`src/rtl/alu_writeback.sv`:
```
// alu_writeback: result-consumer end of the execute-op interface.
// Accepted ALU results queue in an in-order FIFO and drain into a 16x32
// register file; APSR NZCV flags are updated at the push edge.
// Optional feature: define WB_BYPASS_EN to forward the youngest pending
// write to Rn/Rm (hazard flags then read 0).
module alu_writeback #(
  parameter int unsigned DEPTH = 2,
  parameter int unsigned NREG  = 16
) (
  input  logic        clk,
  input  logic        rst,
  input  logic        res_valid,
  output logic        res_ready,
  input  logic [3:0]  res_rd,
  input  logic [31:0] res_data,
  input  logic        res_wb,
  input  logic        res_S,
  input  logic        neg_in,
  input  logic        zero_in,
  input  logic        carry_in,
  input  logic        ovf_in,
  input  logic        wr_block,
  input  logic [3:0]  rn_idx,
  input  logic [3:0]  rm_idx,
  output logic [31:0] Rn,
  output logic [31:0] Rm,
  output logic        rn_hazard,
  output logic        rm_hazard,
  input  logic [3:0]  cond,
  output logic        cond_pass,
  output logic        neg_out,
  output logic        zero_out,
  output logic        carry_out,
  output logic        ovf_out,
  output logic        fifo_empty
);

  localparam int unsigned AW = (DEPTH > 1) ? $clog2(DEPTH) : 1;

  logic [3:0]    q_rd   [DEPTH];
  logic [31:0]   q_data [DEPTH];
  logic          q_wb   [DEPTH];
  logic [AW-1:0] wr_ptr;
  logic [AW-1:0] rd_ptr;
  logic [AW:0]   count;
  logic [31:0]   regs [NREG];
  logic          flag_n, flag_z, flag_c, flag_v;
  logic          full, empty, push, pop;
  logic          rn_hit, rm_hit;
`ifdef WB_BYPASS_EN
  logic [31:0]   rn_byp, rm_byp;
`endif

  assign full       = (count == (AW+1)'(DEPTH));
  assign empty      = (count == '0);
  assign res_ready  = !full;
  assign fifo_empty = empty;
  assign push       = res_valid && !full;
  // Flags-only heads are discarded even while the write port is blocked.
  assign pop        = !empty && (!q_wb[rd_ptr] || !wr_block);

  // FIFO storage, pointers and occupancy.
  always_ff @(posedge clk or posedge rst) begin
    if (rst) begin
      wr_ptr <= '0;
      rd_ptr <= '0;
      count  <= '0;
      for (int unsigned i = 0; i < DEPTH; i++) begin
        q_rd[i]   <= '0;
        q_data[i] <= '0;
        q_wb[i]   <= 1'b0;
      end
    end else begin
      if (push) begin
        q_rd[wr_ptr]   <= res_rd;
        q_data[wr_ptr] <= res_data;
        q_wb[wr_ptr]   <= res_wb;
        wr_ptr         <= wr_ptr + 1'b1;
      end
      if (pop) rd_ptr <= rd_ptr + 1'b1;
      case ({push, pop})
        2'b10:   count <= count + 1'b1;
        2'b01:   count <= count - 1'b1;
        default: ;
      endcase
    end
  end

  // Register file write from the FIFO head.
  always_ff @(posedge clk or posedge rst) begin
    if (rst) begin
      for (int unsigned i = 0; i < NREG; i++) regs[i] <= '0;
    end else if (pop && q_wb[rd_ptr]) begin
      regs[q_rd[rd_ptr]] <= q_data[rd_ptr];
    end
  end

  // APSR flags follow push order, independent of the drain.
  always_ff @(posedge clk or posedge rst) begin
    if (rst) begin
      {flag_n, flag_z, flag_c, flag_v} <= '0;
    end else if (push && res_S) begin
      {flag_n, flag_z, flag_c, flag_v} <= {neg_in, zero_in, carry_in, ovf_in};
    end
  end

  assign neg_out   = flag_n;
  assign zero_out  = flag_z;
  assign carry_out = flag_c;
  assign ovf_out   = flag_v;

  // Condition code evaluation on the registered flags.
  always_comb begin
    cond_pass = 1'b0;
    case (cond)
      4'd0:  cond_pass = flag_z;
      4'd1:  cond_pass = !flag_z;
      4'd2:  cond_pass = flag_c;
      4'd3:  cond_pass = !flag_c;
      4'd4:  cond_pass = flag_n;
      4'd5:  cond_pass = !flag_n;
      4'd6:  cond_pass = flag_v;
      4'd7:  cond_pass = !flag_v;
      4'd8:  cond_pass = flag_c && !flag_z;
      4'd9:  cond_pass = !flag_c || flag_z;
      4'd10: cond_pass = (flag_n == flag_v);
      4'd11: cond_pass = (flag_n != flag_v);
      4'd12: cond_pass = !flag_z && (flag_n == flag_v);
      4'd13: cond_pass = flag_z || (flag_n != flag_v);
      4'd14: cond_pass = 1'b1;
      default: cond_pass = 1'b0;
    endcase
  end

  // Scan pending entries oldest to youngest so the last match is the youngest.
  always_comb begin
    logic [AW-1:0] slot;
    slot   = '0;
    rn_hit = 1'b0;
    rm_hit = 1'b0;
`ifdef WB_BYPASS_EN
    rn_byp = '0;
    rm_byp = '0;
`endif
    for (int unsigned k = 0; k < DEPTH; k++) begin
      slot = rd_ptr + AW'(k);
      if (((AW+1)'(k) < count) && q_wb[slot]) begin
        if (q_rd[slot] == rn_idx) begin
          rn_hit = 1'b1;
`ifdef WB_BYPASS_EN
          rn_byp = q_data[slot];
`endif
        end
        if (q_rd[slot] == rm_idx) begin
          rm_hit = 1'b1;
`ifdef WB_BYPASS_EN
          rm_byp = q_data[slot];
`endif
        end
      end
    end
  end

`ifdef WB_BYPASS_EN
  assign Rn        = rn_hit ? rn_byp : regs[rn_idx];
  assign Rm        = rm_hit ? rm_byp : regs[rm_idx];
  assign rn_hazard = 1'b0;
  assign rm_hazard = 1'b0;
`else
  assign Rn        = regs[rn_idx];
  assign Rm        = regs[rm_idx];
  assign rn_hazard = rn_hit;
  assign rm_hazard = rm_hit;
`endif

endmodule

```
`config.mk`:
```
export PLATFORM = sky130hd
export DESIGN_NAME = alu_writeback
export DESIGN_NICKNAME = d
export VERILOG_FILES = /design/src/rtl/alu_writeback.sv
export SDC_FILE = /design/constraint.sdc
export NUM_CORES = 1
export LEC_CHECK = 0
export BUFFER_PORTS_ARGS = -buffer_cell sky130_fd_sc_hd__buf_4
export CORE_ASPECT_RATIO = 0.6
export CORE_MARGIN = 4
export CORE_UTILIZATION = 43
export DETAILED_ROUTE_END_ITERATION = 10
export MAX_ROUTING_LAYER = met4
export PLACE_DENSITY = 0.56
export SLEW_MARGIN = 20
export SYNTH_ARGS = -nofsm -noshare
export SYNTH_HDL_FRONTEND = slang
export SYNTH_SLANG_ARGS = --single-unit
```
`constraint.sdc`:
```
create_clock -name clk -period 29.6 [get_ports clk]
set_input_delay 2.96 -clock clk [delete_from_list [all_inputs] [get_ports clk]]
set_output_delay 2.96 -clock clk [all_outputs]
set_load 0.02 [all_outputs]
```
==> impl_metrics.tcl, run 1 <==
set metrics [dict create \
    crit_path_max_fanout 59 \
    drtPass1Iterations 5 \
    die_area_um2 73100 \
    period_share 0.297 \
    cts_tree "yes" \
    endpoint "Rm[31]" \
    postRouteAntennaNets 0 \
    track_usage 0.243 \
    critPathCaptureType "primary output" \
    slowest_stage "buf_4" \
    fin_skew_ns 0.0207 \
    wirelength_mm 84.3 \
    status "finished clean" \
    hold-worst-slack_ns 0.500 \
    worstMarginPinSlew_ns 1.09 \
    path_buf_inv 3 \
    io_buffers 130 \
    yosysWarnings 0 \
    ys_seq_elements 594 \
    vias_per_cell 5.91 \
    final_nets 2452 \
    fin_cells 3352 \
    hold_viol_final 0 \
    die_y_um 211 \
    yosys-top-cells-area "dfrtp_1 50%, mux4_2 24%, o21ai_0 8.3%" \
    drc 0 \
    syn-cell-area_um2 29500 \
    p_leak_nw 14.1 \
    antenna_found_initial 1 \
    post_cts_buffers 0 \
    grt_pass1_wl_mm 131 \
    placed_cells 3242 \
    synth_cell_types 36 \
    cp_slowest_stage_delay_ns 0.86 \
    rows 74 \
    drv_slew 0 \
    r2r-end "regs[75]$_DFFE_PP0P_" \
    drt-wirelength-per-cell_um 25.1 \
    grt_max_degree 167 \
    min_period_ns 8.79 \
    ir_drop_mv 0.0490 \
    syn-mean-instance-area_um2 12.4 \
    gp_congestion 0.797 \
    grt_overflow 0 \
    synth_top_area_share 0.503 \
    synthTopCellsByCount "594 x dfrtp_1, 520 x nand2_1, 491 x o21ai_0" \
    path_clk_slew_ns 0.06 \
    yosysMostFrequentCell "dfrtp_1" \
    synth_fp_nets 2442 \
    num_vias 19800 \
    setup.worst_path.class "input pin to primary output" \
    cts_resized 0 \
    rsz0062_at_grt "false" \
    synth_seq_area_share 0.503 \
    synthFlopType "dfrtp_1" \
    regToRegSetupSlack_ns 25.67 \
    synth_edf_count 0 \
    worstPathCellList "clkbuf_8 -> buf_4 -> mux4_2 -> mux4_2 -> buf_4" \
    yosys.area.top_type "dfrtp_1" \
    critPathLaunch "rm_idx[0]" \
    synthArstFlopShare 1.00 \
    clockRootBuffer "clkbuf_16" \
    synth_cells 2380 \
    clockBufferDepth 3 \
    h-tree-depth 2 \
    worstPathRequired_ns 26.64 \
    slew_headroom 0.271 \
    r2r_cells 7 \
    clock_latency_ns 0.63 \
    tns_ns 0 \
    fmax_mhz 114 \
    power_density_nw_per_um2 99.8 \
    hold_buffers 0 \
    report.final.setup_viol 0 \
    core_um2 68100 \
    io_pins 131 \
    clkSinkCount 594 \
    maxCapViolations 0 \
    drive_gt1_frac 0.292 \
    path_depth 5 \
    fill_cells 6025 \
    r2r-start "rd_ptr$_DFFE_PP0P_" \
    dp_hpwl_mm 47.7 \
    grt_pass1_vias 20500 \
    cts_made_buffers 58 \
    start_util 0.434 \
    dieWidth_um 346 \
    critPathTopFamily "buffers and inverters" \
    drt_iter0_markers 2002 \
    cp.arrival_ns 5.83 \
    cp-start-kind "input pin" \
    syn_to_final_growth_pct 12.5 \
    min-delay-path-class "flop to flop" \
]
[sequential cells by signal, summed over array words and instances (netlist names)]
name / cells
q_rd: 8
carry_out: 1
wr_ptr: 1
q_data: 64
ovf_out: 1
q_wb: 2
neg_out: 1
count: 2
rd_ptr: 1
regs: 512
zero_out: 1
[cell usage in the layout (no fill, tap or decap), types with 2 or more instances in the layout]
| cell | instances |
|---|---|
| ha_1 | 4 |
| nor2b_1 | 4 |
| mux2i_1 | 18 |
| o41ai_1 | 2 |
| mux2i_2 | 24 |
| clkbuf_8 | 20 |
| buf_6 | 3 |
| nand2_1 | 519 |
| o21ai_0 | 491 |
| mux4_2 | 320 |
| o32ai_2 | 2 |
| clkbuf_1 | 10 |
| nand2b_1 | 3 |
| inv_1 | 9 |
| o32ai_4 | 2 |
| dfrtp_1 | 593 |
| buf_4 | 163 |
| xor2_1 | 11 |
| nor2_1 | 3 |
| nor3_1 | 3 |
| xnor2_1 | 14 |
| a21oi_1 | 4 |
| a2bb2o_1 | 2 |
| bufinv_16 | 5 |
| mux2_2 | 76 |
| nand3_1 | 4 |
| o21ai_1 | 24 |
| clkinv_2 | 13 |
| clkinvlp_4 | 3 |
| clkbuf_16 | 59 |
| o2bb2ai_1 | 2 |
| nand3_2 | 16 |
[worst min path at each step]
stage                                startpoint                     to  slack (ns)  cells after the start
after global placement    regs[403]$_DFFE_PP0P_  regs[403]$_DFFE_PP0P_        0.47                      2
after CTS                 regs[297]$_DFFE_PP0P_  regs[297]$_DFFE_PP0P_        0.50                      2
after detailed placement  regs[386]$_DFFE_PP0P_  regs[386]$_DFFE_PP0P_        0.49                      2
after global routing      regs[454]$_DFFE_PP0P_  regs[454]$_DFFE_PP0P_        0.52                      2
final                     regs[305]$_DFFE_PP0P_  regs[305]$_DFFE_PP0P_        0.50                      2
after floorplan           regs[160]$_DFFE_PP0P_  regs[160]$_DFFE_PP0P_        0.46                      2
[metrics by stage]
stage	cell area, um^2	utilization	setup slack (ns)	total power, mW
global placement	31100	0.457	20.73	2.46
floorplan	29500	-	10.02	2.15
detailed placement	31100	0.458	20.69	2.53
finish	33200	0.488	20.81	3.32
CTS	33200	0.487	20.71	3.32
global route	33200	0.488	20.57	3.52
[area by class of cell]
class	instances	area, um^2	area share
antenna	1	2.50	0.0000753
timing repair buffer	169	1310	0.0393
clock buffer	87	1760	0.0530
clock inverter	22	246	0.00742
sequential	594	14900	0.447
inverter	10	45.0	0.00136
tap	912	1140	0.0343
multi-input combinational	1557	13900	0.417
[metal layers]
| metal | up-vias | part of all wire | track usage |
|---|---|---|---|
| li1 | 8727 | - | - |
| met1 | 10300 | 0.46 | 0.350 |
| met2 | 644 | 0.45 | 0.363 |
| met3 | 114 | 0.069 | 0.0481 |
| met4 | 0 | 0.018 | 0.0527 |
| met5 | - | 0 | - |
[worst register-to-register path, cell delays in order (launching register included)]
cell,delay (ns)
dfrtp_4,0.58
buf_4,0.81
nand2_1,0.19
o2bb2ai_1,0.47
nand3_2,0.87
buf_4,0.63
nand2_1,0.15
o21ai_0,0.09
[cells by family (layout without fill, tap and decap cells)]
logic type,Yosys count,in the layout,share of synthesized area
flops,594,594,0.503
simple gates,558,558,0.0755
compound gates,532,532,0.0935
mux,438,438,0.287
buf+inv,229,288,0.0315
xor+xnor,25,25,0.00741
fa+ha+maj,4,4,0.00169
other cells,0,1,0
[power breakdown]
part           internal [mW]  switching (mW)
combinational          0.543           0.603
clock                  0.454           0.330
sequential              1.13           0.255
Power figures use the tool's default switching activity.
==> run 2: changes to the inputs <==
--- a/config.mk
+++ b/config.mk
@@ -5,6 +5,7 @@
 export SDC_FILE = /design/constraint.sdc
 export NUM_CORES = 1
 export LEC_CHECK = 0
+export ABC_AREA = 1
 export BUFFER_PORTS_ARGS = -buffer_cell sky130_fd_sc_hd__buf_4
 export CORE_ASPECT_RATIO = 0.6
 export CORE_MARGIN = 4
==> constraint.sdc (replaced) <==
create_clock -name clk -period 8.35 [get_ports clk]
set_input_delay 0.835 -clock clk [delete_from_list [all_inputs] [get_ports clk]]
set_output_delay 0.835 -clock clk [all_outputs]
set_load 0.02 [all_outputs]
==> run 2 against run 1 <==
The run now ends with slew limit left. Final cell count grew 83%. Flip-flop and latch count stayed put. Count of clock-buffer cells in the layout up 3. Register-to-register slack got worse by 22 ns. Routed wire length rose by 69%. Sequential power grew to 3.6 times the previous value. Global-route usage increased by 8.9 points. Highest routed layer unchanged. Design area is 15% higher. Largest power group is now combinational cells. Sequential share of layout area decreased by 5.8 points. Clock skew decreased by 0.0042 ns. Synthesized area rose by 19%. Core utilization shrank 1.2 points.
==> impl_metrics.tcl, run 2 <==
set metrics [dict create \
    clockPowerShare 0.201 \
    ir_drop_mv 0.339 \
    largest_register_ffs 512 \
    synthTopCellsByCount "2110 x nand2_1, 1156 x nand3_1, 594 x dfrtp_1" \
    wirelength_mm 142 \
    synthArstFlopShare 1.00 \
    rsz0062_at_grt "false" \
    synth_fp_nets 5251 \
    final_cell_mix "2094 x nand2_1, 1155 x nand3_1, 593 x dfrtp_1, 413 x inv_1, 256 x o211ai_1" \
    largestRegisters "regs x512, q_data x64, q_rd x8" \
    period_share 0.569 \
    power_density_nw_per_um2 360 \
    cp_slowest_stage_delay_ns 0.88 \
    report.final.setup_viol 0 \
    utilization 0.476 \
    path_clk_slew_ns 0.06 \
    synth_seq_area_share 0.424 \
    p_leak_nw 20.5 \
    worstPathCellList "buf_8 -> buf_4 -> buf_4 -> nand2_1 -> nand3_1 -> nand3_1 -> nand3_1 -> nand2_1 -> buf_4" \
    clkSinkCount 594 \
    yosys.area.top_type "dfrtp_1" \
    clockRootBuffer "clkbuf_16" \
    min-delay-path-class "input pin to async pin" \
    path_buf_inv 4 \
    fin_skew_ns 0.0165 \
    largest-register "regs" \
    grt_pass1_vias 32100 \
    worstPathRequired_ns 7.52 \
    synth_edf_count 0 \
    critPathCaptureType "primary output" \
    synth_cell_types 25 \
    cts_resized 0 \
    syn-cell-area_um2 35100 \
    hold_buffers 0 \
    dp_hpwl_mm 73.2 \
    power_mw 13.7 \
    fill_cells 8182 \
    syn_to_final_growth_pct 8.80 \
    drive_gt1_frac 0.0722 \
    cts_tree "yes" \
    die_area_um2 86300 \
    track_usage 0.332 \
    synthFlopType "dfrtp_1" \
    drc 0 \
    io_buffers 130 \
    syn-mean-instance-area_um2 6.76 \
    grt_max_degree 221 \
    io_pins 131 \
    antenna_found_initial 1 \
    drv_slew 27 \
    drtPass1Iterations 6 \
    core_um2 80200 \
    grt_overflow 0 \
    h-tree-depth 2 \
    cts_made_buffers 61 \
    drt-wirelength-per-cell_um 23.2 \
    synth_cells 5189 \
    rows 80 \
    p_seq_frac 0.365 \
    vias_per_cell 5.74 \
    cp-start-kind "input pin" \
    grt_pass1_wl_mm 213 \
    p_sw_frac 0.476 \
    setup.worst_path.class "input pin to primary output" \
    crit_path_max_fanout 102 \
    postRouteAntennaNets 0 \
    maxCapViolations 0 \
    status "finished, violations left" \
    gp_congestion 0.820 \
    clockBufferDepth 3 \
    mostFrequentLayoutCell "nand2_1" \
    num_vias 35200 \
    dieWidth_um 377 \
    die_y_um 229 \
    hold_viol_final 0 \
    cp.arrival_ns 3.91 \
    final_nets 5084 \
    worstMarginPinSlew_ns 1.52 \
    clock_latency_ns 0.66 \
    post_cts_buffers 0 \
    switchingPower_mw 6.54 \
    drt_iter0_markers 4661 \
    fmax_mhz 211 \
    yosys-top-cells-area "dfrtp_1 42%, nand2_1 23%, nand3_1 16%" \
    min_period_ns 4.75 \
    slew_headroom -0.0104 \
    yosysWarnings 0 \
    ys_seq_elements 594 \
    critPathTopFamily "buffers and inverters" \
    yosysMostFrequentCell "nand2_1" \
    violations "slew limit" \
    power_frac_comb 0.435 \
    synth_top_area_share 0.424 \
    power.internal_mw 7.19 \
    critPathLaunch "rm_idx[0]" \
    start_util 0.437 \
    r2r-start "rd_ptr$_DFFE_PP0P_" \
    slowest_stage "buf_4" \
]
==> run 2: cell count changes after synthesis, moves of 139 or more <==
cell      change
nand2_1    +1590
nand3_1    +1149
o21ai_0     -415
inv_1       +409
mux4_2      -320
o211ai_1    +255
buf_2       +139
==> run 2: final cells by class <==
cell class,count,area [um^2],share of cell area
clock inverter,18,150,0.00394
clock buffer,90,1760,0.0460
inverter,428,1630,0.0427
sequential,594,14900,0.390
antenna,1,2.50,0.0000656
multi-input combinational,3743,16900,0.442
timing repair buffer,194,1540,0.0403
tap,1066,1330,0.0350
==> run 2: stage by stage <==
step	TNS, ns	cells	cell area (um^2)	worst slack [ns]	hold slack (ns)
final	0	6134	38200	3.60	0.418
after global placement	0	6025	36200	3.75	0.453
after CTS	0	6133	38100	3.73	0.385
after floorplan	-347.08	5189	35100	-0.584	0.442
after detailed placement	0	6025	36200	3.72	0.458
after global routing	0	6134	38200	3.42	0.407
==> run 2: path summary, 6_finish.rpt <==
check	endpoint	slack, ns	cells past startpoint
max	Rm[19]	3.60	9
min	regs[91]$_DFFE_PP0P_	0.42	3
max reg2reg	regs[431]$_DFFE_PP0P_	3.91	9
min reg2reg	regs[158]$_DFFE_PP0P_	0.47	2
max in group asynchronous	regs[491]$_DFFE_PP0P_	6.31	4
min in group clk	zero_out$_DFFE_PP0P_	0.42	2
==> run 2: cell families (layout without fill, tap and decap cells) <==
| logic type | Yosys count | after routing | share of synthesized area |
|---|---|---|---|
| AOI/OAI and AO/OA | 338 | 338 | 0.0665 |
| xor gates and xnor gates | 4 | 4 | 0.000999 |
| adders and majority gates | 4 | 4 | 0.00143 |
| buffers and inverters | 852 | 730 | 0.0987 |
| DFF | 594 | 594 | 0.424 |
| muxes | 1 | 1 | 0.000321 |
| other | 0 | 1 | 0 |
| and+or+nand+nor | 3396 | 3396 | 0.408 |
==> run 2: metal layers <==
layer,up-vias,share of wire,GRT usage
met1,16700,0.44,0.481
met4,0,0.029,0.0868
li1,16300,-,-
met2,1871,0.43,0.483
met5,-,0,-
met3,290,0.10,0.0549
==> run 2: power groups by stage <==
stage               registers [mW]  clock network, mW  logic [mW]
floorplan                     4.80                  0        4.17
global placement              5.01                  0        5.82
detailed placement            5.00                  0        5.90
CTS                           4.98               2.80        5.90
global route                  5.16               2.92        6.60
finish                        5.01               2.76        5.97
==> run 2: tightest hold or removal path: stages <==
cell        delay (ns)
buf_4             0.12
clkinvlp_4        0.07
buf_12            0.56
